===== src/rtl/guess_game_n.sv =====
// Number guessing game: a free-running BCD counter supplies the secret, the player
// enters a DIGITS-digit guess one digit at a time and receives a Hi/Lo verdict.
//
// state  | meaning
// IDLE   | counter runs, "PLAY" shown, waiting for Ready to start a game
// ENTRY  | player edits guess digit Cursor (Iter) and confirms it (Ready)
// CMP    | single cycle: compare guess with secret, spend one guess on a miss
// RESULT | "Hi" or "Lo" shown, Ready starts the next guess
// WIN    | "YAY" shown, Ready returns to IDLE
// LOSE   | "LoSE" shown, Ready returns to IDLE
module guess_game_n #(
    parameter int DIGITS      = 4,
    parameter int MAX_GUESSES = 10
) (
    input  logic                clock,
    input  logic                Reset,
    input  logic                Ready,
    input  logic                Iter,
    output logic [7*DIGITS-1:0] Digits,
    output logic [2:0]          Cursor,
    output logic [3:0]          Remaining,
    output logic                Win,
    output logic                Lose
);

    typedef enum logic [2:0] {
        S_IDLE,
        S_ENTRY,
        S_CMP,
        S_RESULT,
        S_WIN,
        S_LOSE
    } state_t;

    localparam logic [6:0] SEG_BLANK = 7'b1111111;
    localparam logic [6:0] SEG_H     = 7'b1001000;
    localparam logic [6:0] SEG_I     = 7'b1001111;
    localparam logic [6:0] SEG_L     = 7'b1110001;
    localparam logic [6:0] SEG_O     = 7'b1100010;
    localparam logic [6:0] SEG_Y     = 7'b1000100;
    localparam logic [6:0] SEG_A     = 7'b0001000;
    localparam logic [6:0] SEG_P     = 7'b0011000;
    localparam logic [6:0] SEG_S     = 7'b0100100;
    localparam logic [6:0] SEG_E     = 7'b0110000;

    localparam logic [2:0] CURSOR_TOP = 3'(DIGITS - 1);
    localparam logic [3:0] GUESS_BUDGET = 4'(MAX_GUESSES);

    state_t                    state;
    logic                      ready_q;
    logic                      iter_q;
    logic                      rdy_ev;
    logic                      itr_ev;
    logic [DIGITS-1:0][3:0]    counter;
    logic [DIGITS-1:0][3:0]    counter_next;
    logic [DIGITS-1:0][3:0]    secret;
    logic [DIGITS-1:0][3:0]    guess;
    logic                      guess_hi;
    logic                      carry;
    logic [3:0]                cur_digit;
    logic [3:0]                cur_digit_inc;
    logic [3:0]                remaining_dec;

    assign rdy_ev = Ready & ~ready_q;
    assign itr_ev = Iter & ~iter_q;

    function automatic logic [6:0] seg_num(input logic [3:0] d);
        case (d)
            4'd0:    seg_num = 7'b0000001;
            4'd1:    seg_num = 7'b1001111;
            4'd2:    seg_num = 7'b0010010;
            4'd3:    seg_num = 7'b0000110;
            4'd4:    seg_num = 7'b1001100;
            4'd5:    seg_num = 7'b0100100;
            4'd6:    seg_num = 7'b0100000;
            4'd7:    seg_num = 7'b0001111;
            4'd8:    seg_num = 7'b0000000;
            4'd9:    seg_num = 7'b0000100;
            default: seg_num = SEG_BLANK;
        endcase
    endfunction

    // BCD ripple increment: each digit wraps 9->0 and carries into the next
    always_comb begin
        counter_next = counter;
        carry        = 1'b1;
        for (int k = 0; k < DIGITS; k++) begin
            if (carry) begin
                if (counter[k] == 4'd9) begin
                    counter_next[k] = 4'd0;
                end else begin
                    counter_next[k] = counter[k] + 4'd1;
                    carry           = 1'b0;
                end
            end
        end
    end

    always_comb begin
        cur_digit = 4'd0;
        for (int k = 0; k < DIGITS; k++) begin
            if (Cursor == 3'(k)) begin
                cur_digit = guess[k];
            end
        end
        cur_digit_inc = (cur_digit == 4'd9) ? 4'd0 : cur_digit + 4'd1;
    end

    assign remaining_dec = Remaining - 4'd1;

    always_ff @(posedge clock) begin
        if (Reset) begin
            state     <= S_IDLE;
            ready_q   <= 1'b1;
            iter_q    <= 1'b1;
            counter   <= '0;
            secret    <= '0;
            guess     <= '0;
            guess_hi  <= 1'b0;
            Cursor    <= 3'd0;
            Remaining <= GUESS_BUDGET;
            Win       <= 1'b0;
            Lose      <= 1'b0;
        end else begin
            ready_q <= Ready;
            iter_q  <= Iter;
            if (state == S_IDLE) begin
                counter <= counter_next;
            end
            case (state)
                S_IDLE: begin
                    if (rdy_ev) begin
                        secret    <= counter;
                        guess     <= '0;
                        Cursor    <= CURSOR_TOP;
                        Remaining <= GUESS_BUDGET;
                        state     <= S_ENTRY;
                    end
                end
                S_ENTRY: begin
                    // increment lands on the current digit before the cursor moves
                    if (itr_ev) begin
                        for (int k = 0; k < DIGITS; k++) begin
                            if (Cursor == 3'(k)) begin
                                guess[k] <= cur_digit_inc;
                            end
                        end
                    end
                    if (rdy_ev) begin
                        if (Cursor == 3'd0) begin
                            state <= S_CMP;
                        end else begin
                            Cursor <= Cursor - 3'd1;
                        end
                    end
                end
                S_CMP: begin
                    if (guess == secret) begin
                        state <= S_WIN;
                        Win   <= 1'b1;
                    end else begin
                        // BCD digits order the same way as the packed binary vector
                        guess_hi  <= (guess > secret);
                        Remaining <= remaining_dec;
                        if (remaining_dec == 4'd0) begin
                            state <= S_LOSE;
                            Lose  <= 1'b1;
                        end else begin
                            state <= S_RESULT;
                        end
                    end
                end
                S_RESULT: begin
                    if (rdy_ev) begin
                        guess  <= '0;
                        Cursor <= CURSOR_TOP;
                        state  <= S_ENTRY;
                    end
                end
                S_WIN, S_LOSE: begin
                    if (rdy_ev) begin
                        Win   <= 1'b0;
                        Lose  <= 1'b0;
                        state <= S_IDLE;
                    end
                end
                default: begin
                    state <= S_IDLE;
                end
            endcase
        end
    end

    always_comb begin
        Digits = '1;
        case (state)
            S_IDLE: begin
                Digits[27:0] = {SEG_P, SEG_L, SEG_A, SEG_Y};
            end
            S_ENTRY, S_CMP: begin
                for (int k = 0; k < DIGITS; k++) begin
                    Digits[7*k +: 7] = seg_num(guess[k]);
                end
            end
            S_RESULT: begin
                Digits[13:0] = guess_hi ? {SEG_H, SEG_I} : {SEG_L, SEG_O};
            end
            S_WIN: begin
                Digits[20:0] = {SEG_Y, SEG_A, SEG_Y};
            end
            S_LOSE: begin
                Digits[27:0] = {SEG_L, SEG_O, SEG_S, SEG_E};
            end
            default: begin
                Digits = '1;
            end
        endcase
    end

endmodule


===== config.mk =====
export PLATFORM = sky130hd
export DESIGN_NAME = guess_game_n
export DESIGN_NICKNAME = d
export VERILOG_FILES = /design/src/rtl/guess_game_n.sv
export SDC_FILE = /design/constraint.sdc
export NUM_CORES = 1
export LEC_CHECK = 0
export BUFFER_PORTS_ARGS = -buffer_cell sky130_fd_sc_hd__buf_2
export CAP_MARGIN = 20
export CORE_MARGIN = 2
export CORE_UTILIZATION = 55
export CTS_BUF_LIST = sky130_fd_sc_hd__clkbuf_8
export CTS_CLUSTER_SIZE = 30
export DETAILED_ROUTE_END_ITERATION = 16
export PLACE_DENSITY = 0.79
export SLEW_MARGIN = 20
export SYNTH_ARGS = -nofsm -noshare
export SYNTH_HDL_FRONTEND = slang
export SYNTH_SLANG_ARGS = --single-unit

===== constraint.sdc =====
create_clock -name clock -period 5.8 [get_ports clock]
set_input_delay 0.87 -clock clock [delete_from_list [all_inputs] [get_ports clock]]
set_output_delay 0.87 -clock clock [all_outputs]
set_load 0.1 [all_outputs]

* Word level (Yosys, flattened, before mapping)
Memory sizes are Yosys's and may differ from the RTL's. A register that Yosys moved wholly into a read port is not among the register bits. Cells that the tools add are included.
Cells by class: divide/modulo/power cells 0, magnitude comparators 1, multipliers 0, equality and inequality tests 27, muxes and demuxes 53, shift-type cells 0, bitwise operators 5, reductions and logical operators 24, $add $sub $neg 7
Operator list (number):
- 4-bit two-way mux | 23
- 14-bit one-hot mux with 4 select lines | 1
- 16-bit two-way mux | 2
- 16-bit one-hot mux with 2 select lines | 1
- 7-bit one-hot mux with 4 select lines | 1
- 4-bit AND reduction | 7
- 3-bit two-way mux | 9
- 2-bit != test, second input constant | 12
- 7-bit one-hot mux with 3 select lines | 1
- 4-bit by 1-bit adder with 4-bit output, second input constant | 5
- 4-bit equality test, second input constant | 5
- 16-bit equality test | 1
- 16-bit > comparator | 1
- 13-bit two-way mux | 1
- 3-bit by 2-bit equality test with 1-bit output, second input constant | 4
- 3-bit one-hot mux with 4 select lines | 1
- 2-bit AND reduction | 5
- 1-bit two-way mux | 9
- 4-bit one-hot mux with 2 select lines | 1
- 2-bit OR reduction | 4
- 3-bit by 1-bit equality test with 1-bit output, second input constant | 2
- 3-bit equality test, second input constant | 2
- 3-bit zero test | 2
- 3-bit one-hot mux with 2 select lines | 1
- 9 further kinds | 16
Word-level totals: memories kept 4, bits in read-only memories 448, input port bits 4, latch bits 0, bits in registers 63, output and inout port bits 37, memory bits (writable) 0
Memory list:
- (no name shown) | words 16, width 7, read ports 1, clocked after Yosys merged registers in 1, write ports 0, RTL line 68 | case (d)
- (no name shown) | words 16, width 7, read ports 1, clocked after Yosys merged registers in 1, write ports 0, RTL line 68
- (no name shown) | words 16, width 7, read ports 1, clocked after Yosys merged registers in 1, write ports 0, RTL line 68
- (no name shown) | words 16, width 7, read ports 1, clocked after Yosys merged registers in 1, write ports 0, RTL line 68

* Longest topological paths before layout
depth after elaboration 12, gate-level depth with buffers 16, gate-level depth less buffers 14

* Worst setup path before layout
No wires, ideal clock.
path type register to output, from register state[2], to output Digits[19], cell stages (with the launch flop) 5, arrival 3.233 ns, slack 1.697 ns, cell sequence dfxtp_1 clkbuf_1 clkinv_1 clkbuf_1 o21ai_0
Between the ends: word-level cells in the longest chain between the ends 3, elaborated cells on any way between the ends 7, classes of those cells 4 x eq/ne; 1 x mux; 2 x reduce/logical
Ends and longest elaborated chain:
- start: declaration | RTL line 49 | state_t state;
- start signal: assignment | RTL line 113 | state <= S_IDLE;
- start signal: assignment | RTL line 137 | state <= S_ENTRY;
- start signal: assignment | RTL line 151 | state <= S_CMP;
- 3-bit by 1-bit equality test with 1-bit output or 3-bit by 2-bit equality test with 1-bit output (tied branches) | RTL line 196 | case (state)
- 2-bit OR reduction | RTL line 196
- 7-bit one-hot mux with 4 select lines (*) | RTL line 196
- end: declaration | RTL line 19 | output logic [7*DIGITS-1:0] Digits,
Every way passes the cells marked *; elsewhere a longest branch is shown, timed or not.

* Final worst setup path
from register state[0], to output Digits[20]
Same word-level chain as after synthesis.

==> metrics <==
Final ANT Viol Nets 0; clk sinks 91; initial cell density of the core between 50% and 60%; Die ar. 10700 µm²; pre-CTS setup slack 2.32 ns; period utilization 60.6%; CP max FO 24; CTS max path bufs 2; post-layout util between 60% and 70%; initial antenna violation count 0; vias in the first global route between 4000 and 5000; Crit path arrival time 2.65 ns; initial detailed-routing violation count approximately 400; Crit. Startpoint state[0]$_SDFFE_PP0P_; crit start category register; largest net degree at the start of global routing 63; Tot Pwr 1300 µW; post-CTS sizing 0; vias 4891; FP Rows 36; Hold Path Class register to register; Clock Skew 0.0169 ns; Post-synth EDFFs 0; register area share after synthesis between 30 and 40%; Reg2Reg Launch Point state[0]$_SDFFE_PP0P_; setup bufs post-CTS 0; Tightest Pin Transition 0.707 ns; global-route usage over all layers 24.8%; worst hold margin approximately 0.46 ns; post-route setup TNS 0 ns; slowest stage cell, crit path dfxtp_1; area of the multi-input gates around 3300 µm²; first-pass GRT wire length 20800 µm; Layout area overhead 8.97%; commonest non-fill, non-tap cells in the layout dfxtp_1 (91), nand2_1 (78), nor2_1 (76), a21oi_1 (58), o21ai_0 (49); synthesized cell area ~5400 µm²; Post-CTS Hold Fix Bufs 0; CP peak stage delay between 0.6 and 0.7 ns; status completed; most used cell, CP nor2_1; Max Cap Viol 0; synth unique cells 68; Initial DRT Pass Iterations 5; clock transition at the registers of the reported paths about 0.09 ns; Clk Tree Root Cell clkbuf_8; VDD IR max roughly 110 µV; total congestion overflow 0; Power Density 220 nW/µm²; RSZ-0062 raised after global routing false; Routed Wire Length about 13000 µm; R2R Setup Slk 2.30 ns; Max-slew headroom 52.5%; CTS buffer count 9; fin nets about 750; setup ws final 2.28 ns; chip height 103 µm; Gate Count Post-Synth 675; worst-path cell chain inv_1, nor2_1, nor2_1, or3_1, buf_2; H-Tree Depth 3; leakage about 0.0023 µW; syn_nets 726; WL/cell between 15 and 20 µm; Yosys reg bits 91; HPWL after DPL 9590 µm; fin crit period 3.52 ns; fraction of registers with async set/reset 0%; post-DR vias/cell 5.83; diode count 0; required time of the critical path ~4.9 ns; port bufs 40; clk_lat worst skew 0.37 ns; hold path startpoint secret[5]$_SDFFE_PP0P_; Final setup viols 0; Final Max Slew Viols 0; most common cell after layout, fill and taps aside dfxtp_1; WS Path Type register to output pin; share of post-route cells with drive strength above 1 12.5%; DRC 0; die extent in x 103 µm; mean post-synth cell area 8.02 µm²; Synth Flop Type dfxtp_1; element type at the critical path end output pin; yosys warns 0; Max Fclk 0.284 GHz; num ports 41; global placer's final weighted congestion 0.954; Sequential cell area 1820 µm²; Filler Cell Count 850; TritonCTS clock tree built; final hold violations 0; CORE AREA between 9000 and 10000 µm²
## synth_stat cells (4+ instances only)
| cell | count | area share, % |
|---|---|---|
| a31oi_1 | 5 | 0.58 |
| xor2_1 | 5 | 0.81 |
| o22a_1 | 5 | 0.81 |
| ha_1 | 47 | 11 |
| a21oi_1 | 58 | 5.4 |
| nand4_1 | 8 | 0.92 |
| a22oi_1 | 6 | 0.83 |
| o22ai_1 | 4 | 0.46 |
| o32a_1 | 4 | 0.74 |
| nor2_1 | 76 | 5.3 |
| clkbuf_1 | 19 | 1.3 |
| nand2b_1 | 11 | 1.3 |
| xnor2_1 | 6 | 0.97 |
| a311o_1 | 4 | 0.74 |
| and3_1 | 6 | 0.69 |
| and2_1 | 4 | 0.46 |
| a21o_1 | 5 | 0.69 |
| or3_1 | 5 | 0.58 |
| nor2_2 | 4 | 0.46 |
| o21ai_0 | 49 | 4.5 |
| inv_2 | 7 | 0.49 |
| nor3_1 | 10 | 0.92 |
| nand3b_1 | 4 | 0.55 |
| inv_1 | 40 | 2.8 |
| nor3b_1 | 9 | 1.2 |
| nor2b_1 | 13 | 1.5 |
| o211ai_1 | 6 | 0.83 |
| a211oi_1 | 6 | 0.83 |
| nand3_1 | 10 | 0.92 |
| dfxtp_1 | 91 | 34 |
| nand2_1 | 78 | 5.4 |
| o21a_1 | 4 | 0.55 |
| mux2i_1 | 7 | 1.3 |
## power breakdown
group / total (µW) / internal [µW] / leakage, µW / switching [µW]
Clock: 493 / 251 / 0.000117 / 242
Combinational: 162 / 38.8 / 0.00146 / 123
Sequential: 642 / 633 / 0.000735 / 9.46
Total: 1300 / 923 / 0.00231 / 375
## area by class of cell
class | count | area share, %
Clock buffer | 9 | 2.10
Clock inverter | 7 | 1.80
Inverter | 49 | 3.12
Multi-Input combinational cell | 507 | 55.5
Sequential cell | 91 | 30.9
Tap cell | 133 | 2.82
Timing Repair Buffer | 43 | 3.78
## path summary, 6_finish.rpt
| check | endpoint | depth (start not counted) |
|---|---|---|
| worst max-delay path | Digits[20] | 5 |
| worst min-delay path | secret[5]$_SDFFE_PP0P_ | 2 |
| worst max register to register | register | 10 |
| worst min register to register | secret[5]$_SDFFE_PP0P_ | 2 |
## cell families after synthesis
logic type	share of synthesized area, %
adder cells (fa/ha/maj)	10.9
buffers and inverters	5.87
multiplexers	1.29
XOR/XNOR	1.78
flip-flops	33.7
AND/OR/NAND/NOR	21.9
AO/OA/AOI/OAI	24.6
## critical path: cells and delay by family, from the launching register on
| family | cells | cell delay [ns] |
|---|---|---|
| buffers and inverters | 2 | 0.76 |
| flip-flops | 1 | 0.66 |
| AND/OR/NAND/NOR | 3 | 0.86 |
## routing by layer
layer  GRT usage [%]  part of all wire, %  wire length [µm]
met5               0                    0                 0
met3            4.57                  5.0               655
met4            10.2                  2.9               383
met1            31.9                   45              5850
met2            41.1                   47              6150
## through the flow
stage               instance area (µm²)  cells
floorplan                          5410    675
global placement                   5670    823
detailed placement                 5670    823
CTS                                5900    839
global route                       5900    839
finish                             5900    839
Power figures use the tool's default switching activity.
